## src/rtl/dm_sba_responder.sv

```systemverilog
// Bus-side responder for the debug module's system bus access initiator.
// Serves req/gnt/r_valid transactions from a small word-addressed memory with programmable latencies.
module dm_sba_responder #(
    parameter int BusWidth = 32,
    parameter int MemDepth = 16,
    parameter int GntDelay = 0,
    parameter int RspDelay = 1
) (
    input  logic                  clk_i,
    input  logic                  rst_i,
    input  logic                  slave_req_i,
    input  logic [BusWidth-1:0]   slave_add_i,
    input  logic                  slave_we_i,
    input  logic [BusWidth-1:0]   slave_wdata_i,
    input  logic [BusWidth/8-1:0] slave_be_i,
    output logic                  slave_gnt_o,
    output logic                  slave_r_valid_o,
    output logic [BusWidth-1:0]   slave_r_rdata_o,
    output logic                  slave_err_o,
    output logic [15:0]           txn_count_o
);
    localparam int BeWidth = BusWidth / 8;
    localparam int OffBits = $clog2(BeWidth);
    localparam int IdxBits = $clog2(MemDepth);
    localparam logic [3:0] GNT_DLY = 4'(GntDelay);
    localparam logic [3:0] RSP_DLY = 4'(RspDelay);

    typedef enum logic [1:0] {IDLE, STALL, RESPOND} state_t;

    state_t              state_reg;
    logic [3:0]          stall_cnt_reg;
    logic [3:0]          rsp_cnt_reg;
    logic                we_reg;
    logic                in_range_reg;
    logic [BusWidth-1:0] rdata_reg;
    logic [15:0]         txn_count_reg;

    logic [IdxBits-1:0]  idx;
    logic                in_range;
    logic                gnt;
    logic                r_valid;
    logic                wr_en;
    logic [BusWidth-1:0] be_mask;
    logic [BusWidth-1:0] mem_words [MemDepth];
    logic                unused_off;

    // Byte offset bits never select data; lanes come from the byte enables.
    assign unused_off = ^slave_add_i[OffBits-1:0];
    assign idx        = slave_add_i[OffBits +: IdxBits];
    assign in_range   = (slave_add_i >> (OffBits + IdxBits)) == '0;
    assign wr_en      = gnt && slave_we_i && in_range;

    // Grant depends on the live request so a dropped request during a stall is never accepted.
    always_comb begin
        gnt = 1'b0;
        case (state_reg)
            IDLE:    gnt = (GntDelay == 0) && slave_req_i;
            STALL:   gnt = slave_req_i && (stall_cnt_reg == GNT_DLY);
            default: gnt = 1'b0;
        endcase
    end

    assign r_valid = (state_reg == RESPOND) && (rsp_cnt_reg == RSP_DLY);

    always_ff @(posedge clk_i) begin
        if (rst_i) begin
            state_reg     <= IDLE;
            stall_cnt_reg <= 4'd0;
            rsp_cnt_reg   <= 4'd0;
            we_reg        <= 1'b0;
            in_range_reg  <= 1'b1;
            rdata_reg     <= '0;
            txn_count_reg <= 16'd0;
        end else begin
            case (state_reg)
                IDLE: begin
                    if (slave_req_i) begin
                        if (GntDelay == 0) begin
                            state_reg   <= RESPOND;
                            rsp_cnt_reg <= 4'd1;
                        end else begin
                            state_reg     <= STALL;
                            stall_cnt_reg <= 4'd1;
                        end
                    end
                end
                STALL: begin
                    if (!slave_req_i) begin
                        state_reg     <= IDLE;
                        stall_cnt_reg <= 4'd0;
                    end else if (stall_cnt_reg == GNT_DLY) begin
                        state_reg     <= RESPOND;
                        stall_cnt_reg <= 4'd0;
                        rsp_cnt_reg   <= 4'd1;
                    end else begin
                        stall_cnt_reg <= stall_cnt_reg + 4'd1;
                    end
                end
                RESPOND: begin
                    if (rsp_cnt_reg == RSP_DLY) begin
                        state_reg   <= IDLE;
                        rsp_cnt_reg <= 4'd0;
                    end else begin
                        rsp_cnt_reg <= rsp_cnt_reg + 4'd1;
                    end
                end
                default: state_reg <= IDLE;
            endcase

            // Memory is sampled at the grant, so earlier granted writes are visible.
            if (gnt) begin
                we_reg        <= slave_we_i;
                in_range_reg  <= in_range;
                rdata_reg     <= in_range ? mem_words[idx] : '0;
                txn_count_reg <= txn_count_reg + 16'd1;
            end
        end
    end

    genvar gi;
    generate
        for (gi = 0; gi < BeWidth; gi++) begin : g_be
            assign be_mask[gi*8 +: 8] = {8{slave_be_i[gi]}};
        end

        for (gi = 0; gi < MemDepth; gi++) begin : g_word
            logic [BusWidth-1:0] word_reg;
            always_ff @(posedge clk_i) begin
                if (rst_i) begin
                    word_reg <= '0;
                end else if (wr_en && (idx == IdxBits'(gi))) begin
                    word_reg <= (word_reg & ~be_mask) | (slave_wdata_i & be_mask);
                end
            end
            assign mem_words[gi] = word_reg;
        end
    endgenerate

    assign slave_gnt_o     = gnt;
    assign slave_r_valid_o = r_valid;
    assign slave_r_rdata_o = (r_valid && !we_reg) ? rdata_reg : '0;
    assign slave_err_o     = r_valid && !in_range_reg;
    assign txn_count_o     = txn_count_reg;

endmodule

```

## config.mk

```make
export PLATFORM = sky130hd
export DESIGN_NAME = dm_sba_responder
export DESIGN_NICKNAME = d
export VERILOG_FILES = /design/src/rtl/dm_sba_responder.sv
export SDC_FILE = /design/constraint.sdc
export NUM_CORES = 1
export LEC_CHECK = 0
export ABC_CLOCK_PERIOD_IN_PS = 2600
export CAP_MARGIN = 15
export CORE_MARGIN = 2
export CORE_UTILIZATION = 35
export CTS_CLUSTER_SIZE = 40
export DETAILED_ROUTE_END_ITERATION = 8
export PLACE_DENSITY_LB_ADDON = 0.2
export SLEW_MARGIN = 30
export SYNTH_ARGS = -nofsm -noshare
export SYNTH_HDL_FRONTEND = slang
export SYNTH_SLANG_ARGS = --single-unit
```

## constraint.sdc

```tcl
create_clock -name clk_i -period 2.6 [get_ports clk_i]
set_clock_uncertainty 0.05 [all_clocks]
set_input_delay 0.78 -clock clk_i [delete_from_list [all_inputs] [get_ports clk_i]]
set_output_delay 0.78 -clock clk_i [all_outputs]
set_load 0.05 [all_outputs]
```

=== Yosys cells after proc, flatten, opt, wreduce, memory -nomap -nowiden ===
Index checks and enable logic that the tools add are counted.

* Logic and storage cells: 134
* Register bits after elaboration: 572
* Output and inout port bits: 51

* Multiplexer cells: 18
* Bitwise operators: 35
* Add/subtract/negate cells: 3
* Reductions and logical operators: 31
* Eq/ne operators: 23
* $lt $le $gt $ge: 1

{| class="wikitable"
|+ Operator list
! operator !! number
|-
| $and 32x32->32 || 17
|-
| $or 32x32->32 || 16
|-
| $bmux 32 s4 || 1
|-
| $mux 32 || 4
|-
| $eq 4x4->1 const B || 8
|-
| $logic_not 32->1 || 1
|-
| $not 32->32 || 1
|-
| $mux 4 || 6
|-
| $logic_and 1x1->1 || 22
|-
| $add 16x1->16 const B || 1
|-
| $eq 4x3->1 const B || 4
|-
| $pmux 4 s3 || 1
|-
| $add 4x1->4 const B || 2
|-
| $eq 4x1->1 const B || 2
|-
| $eq 4x2->1 const B || 2
|-
| $logic_not 4->1 || 2
|-
| $mux 2 || 4
|-
| $ne 2x2->1 const B || 3
|-
| $pmux 2 s3 || 1
|-
| $ge 5x5->1 const B || 1
|-
| $not 4->5 || 1
|-
| $reduce_and 4->1 || 1
|-
| $ne 3x3->1 const B || 1
|-
| $reduce_and 3->1 || 1
|-
| 7 further kinds || 8
|}

=== Depth between registers and ports, before layout ===
* Depth in word-level cells: 6
* Gate-level depth with buffers: 7
* Gate-level depth less buffers: 6

=== Least setup slack after synthesis ===
No wires, ideal clock.

* Path type: register to output
* From: register rsp_cnt_reg[0]
* To: output slave_r_rdata_o[10]
* Setup slack: 20 ps
* Cell stages (with the launch flop): 7
* Data required time: 1,770 ps
* Data arrival time: 1,750 ps
* Path buffers: 1
* Cell sequence: dfxtp_1 -> ha_1 -> nor3b_1 -> nand2_1 -> nor2_1 -> clkbuf_1 -> and2_1

* Longest elaborated chain between the ends: 4

{| class="wikitable"
|+ Ends and longest elaborated chain
! what !! RTL line !! text
|-
| start: declaration || 32 || <nowiki>logic [3:0] rsp_cnt_reg;</nowiki>
|-
| start signal: assignment || 104 || <nowiki>rsp_cnt_reg <= rsp_cnt_reg + 4'd1;</nowiki>
|-
| $eq 4x1->1 || 63 || <nowiki>assign r_valid = (state_reg == RESPOND) && (rsp_cnt_reg == RSP_DLY);</nowiki>
|-
| $logic_and 1x1->1 || 63 ||
|-
| $logic_and 1x1->1 || 141 || <nowiki>assign slave_r_rdata_o = (r_valid && !we_reg) ? rdata_reg : '0;</nowiki>
|-
| $mux 32 || 141 ||
|-
| end: declaration || 18 || <nowiki>output logic [BusWidth-1:0] slave_r_rdata_o,</nowiki>
|}

Every way passes these cells.

=== Worst setup path after layout ===
* From: register rsp_cnt_reg[1]
* To: output slave_r_rdata_o[6]

Same word-level chain as after synthesis.

==> impl_metrics.ini <==
[outcome]
outcome = finished, violations left
violations = setup timing

[hold_path]
hold_class = in2reg

[setup_path]
start_kind = flip-flop
path_max_fanout = 4
reg2reg_from = state_reg[1]$_SDFFE_PP0P_
reg2reg_depth = 6
rrSetupSlack_ns = 0.57
cp.required_ns = 1.77
path_class = reg2out
crit_end = slave_r_rdata_o[6]
end_kind = primary output
critPathArrivalTime_ns = 2.21
crit_start = rsp_cnt_reg[1]$_SDFFE_PP0P_
rr_endpoint = txn_count_o[15]$_SDFFE_PP0N_

[power]
p_leak_uw = 0.0163
ir_worst_vdd_mv = 0.403
total_power_uw = 19300
powerDensity_nw_per_um2 = 551

[finish]
fin_cells = 3702
drive_gt1_share_pct = 25.0
finalNetCount = 2692
synthToLayoutAreaGrowth_pct = 28.1

[synth]
yosys.area.top_type = dfxtp_1
synthCells = 2372
ys_warn_count = 0
syn-cell-area_sq_um = 27300
synth_cell_type_count = 47
ys.flop_type = dfxtp_1
ys_top_cells_by_area = dfxtp_1 (42%), mux2i_1 (19%), nand2b_1 (12%)
ys_ff_latch = 567
synth.net_count = 2447
syn_avg_cell_area_sq_um = 11.5
synth-edff-count = 0
synth_top_cell_area_share_pct = 41.6
yosysSeqAreaShare_pct = 41.6
async_reset_ff_share_pct = 0

[timing]
rsz0062_at_grt = true
setup_slack_ns = -0.437
min_period_over_period_pct = 117
max_freq_mhz = 329
setup-violations-final = 34
finalHoldViolCount = 0
max_slew.worst_pin.slew_ns = 0.632
slew_headroom_pct = 57.9
min_period_ns = 3.04
maxSlewViolCount = 0

[drt]
finalWirelength_um = 75400
drc = 0
drt_iter0_markers = 907
vias_per_cell = 5.05
via_count = 18700
first_pass_iters = 5
wl_per_cell_um = 20.4
ant_nets = 0

[cts]
htree_num_levels = 3
cts_tree = done
clkTransAtPathRegs_ns = 0.06
cts-root-buf = clkbuf_16
numCtsBuffers = 66
cts.sinks = 567
clockBufferDepth = 3
insertion_delay_ns = 0.60

[placement]
gp_congestion = 0.774
io_buffers = 120
placed_cells = 3562
place_hpwl_um = 50200

[floorplan]
initial_core_util_pct = 35.3
io_pins = 123
dieArea_sq_um = 80300
coreArea_sq_um = 77300
row_count = 102
fp.dieW_um = 283
die_h_um = 283

[global_route]
grt_antenna_before_repair = 3
grt_pass1_wl_um = 118000
overflow = 0
grt_pass1_vias = 19700
grt_use_total_pct = 18.8
grt_max_degree = 54

[run]
cap_violations = 0
layout by cell type, fill, tap and decap left out, drive strengths merged, types with 33 or more instances in the layout:
cell type,n
nand2b,545
clkbuf,105
clkdlybuf4s50,55
o21ai,36
dfxtp,567
mux4,128
nand3b,33
and2,48
a22o,64
nor2,50
nand4,66
mux2i,512
buf,315
kinds of logic after synthesis:
logic type | synth area share, %
fa+ha+maj | 0.137
compound gates | 3.07
flops | 41.6
simple gates | 21.6
buf+inv | 3.94
xor+xnor | 0.289
mux | 29.4
per-stage QoR:
stage / hold slack [ns] / TNS, ns / setup WS (ns) / area, sq um / utilization (%)
finish: 0.415 / -12.91 / -0.437 / 35000 / 45.2
global route: 0.415 / -15.44 / -0.518 / 35000 / 45.2
detailed placement: 0.413 / -147.89 / -0.676 / 32300 / 41.8
CTS: 0.397 / -14.10 / -0.473 / 34900 / 45.1
global placement: 0.404 / -133.04 / -0.658 / 32300 / 41.8
floorplan: 0.386 / 0 / 0.0199 / 27300 / -
worst min-delay path by stage:
stage                               from                          end  slack (ns)  cells past startpoint
2_1_floorplan  in_range_reg$_SDFFE_PP1N_    in_range_reg$_SDFFE_PP1N_        0.39                      1
3_3_place_gp                   flip-flop                    flip-flop        0.40                      2
3_5_place_dp                   flip-flop                    flip-flop        0.41                      2
4_1_cts                            rst_i  txn_count_o[9]$_SDFFE_PP0N_        0.40                      2
5_1_grt                            rst_i  txn_count_o[6]$_SDFFE_PP0N_        0.41                      2
6_report                           rst_i  txn_count_o[6]$_SDFFE_PP0N_        0.41                      2
layer usage:
layer	vias up	track usage, %	share of wire, %
met5	-	0	0.038
met4	4	4.67	2.1
met3	111	3.04	3.5
met2	285	32.1	49
met1	9441	24.7	46
li1	8864	-	-
cell type report:
type,instances,area (sq um)
antenna,2,5.00
clock buffer,103,2090
clock inverter,8,93.8
fill,7101,42300
inverter,6,27.5
multi-input combinational,1577,15100
sequential,567,11400
tap,1040,1300
timing repair buffer,399,5040
critical path: stages (launching register included):
cell and delay (ns):
dfxtp_2 0.32, inv_2 0.06, ha_4 0.11, nor3b_4 0.21, nand2_2 0.12, nor2_4 0.12
buf_12 0.15, buf_12 0.13, clkbuf_16 0.13, and2_4 0.14, buf_12 0.13
synth_stat cells, types with 2 or more instances:
cell type / n
buf_4: 7
o21ai_0: 10
and4_1: 6
ha_1: 3
o31ai_1: 3
nor2_1: 49
nand3_1: 4
buf_6: 20
xor2_1: 3
nand4_4: 59
nand3b_1: 32
nor3_1: 5
inv_1: 6
or4_1: 5
or3_1: 3
and2_1: 40
mux4_2: 128
nor4_1: 5
nand2b_1: 545
nor3_2: 2
nor3b_1: 3
clkbuf_1: 160
xnor2_1: 6
nand2_1: 9
a22o_1: 64
nor2b_1: 8
o21ai_1: 26
and2_0: 8
nand4_1: 6
nor4_2: 3
mux2i_1: 512
a21oi_1: 10
buf_2: 35
and3_1: 7
dfxtp_1: 567
nor2b_2: 2
power breakdown:
part           internal [uW]  total (uW)  switching [uW]
registers               8700        8710            9.85
logic                    589        1260             666
clock network           5690        9310            3620
timing repair:
action                                  CTS  global route
resized for setup                        83             6
endpoints found under the setup margin   74            74
cloned                                    3             1
setup buffers                            17             7
pin swaps                                15            17
hold buffers                              0             0
endpoints found under the hold margin     0             0
(Power assumes the default switching activity.)
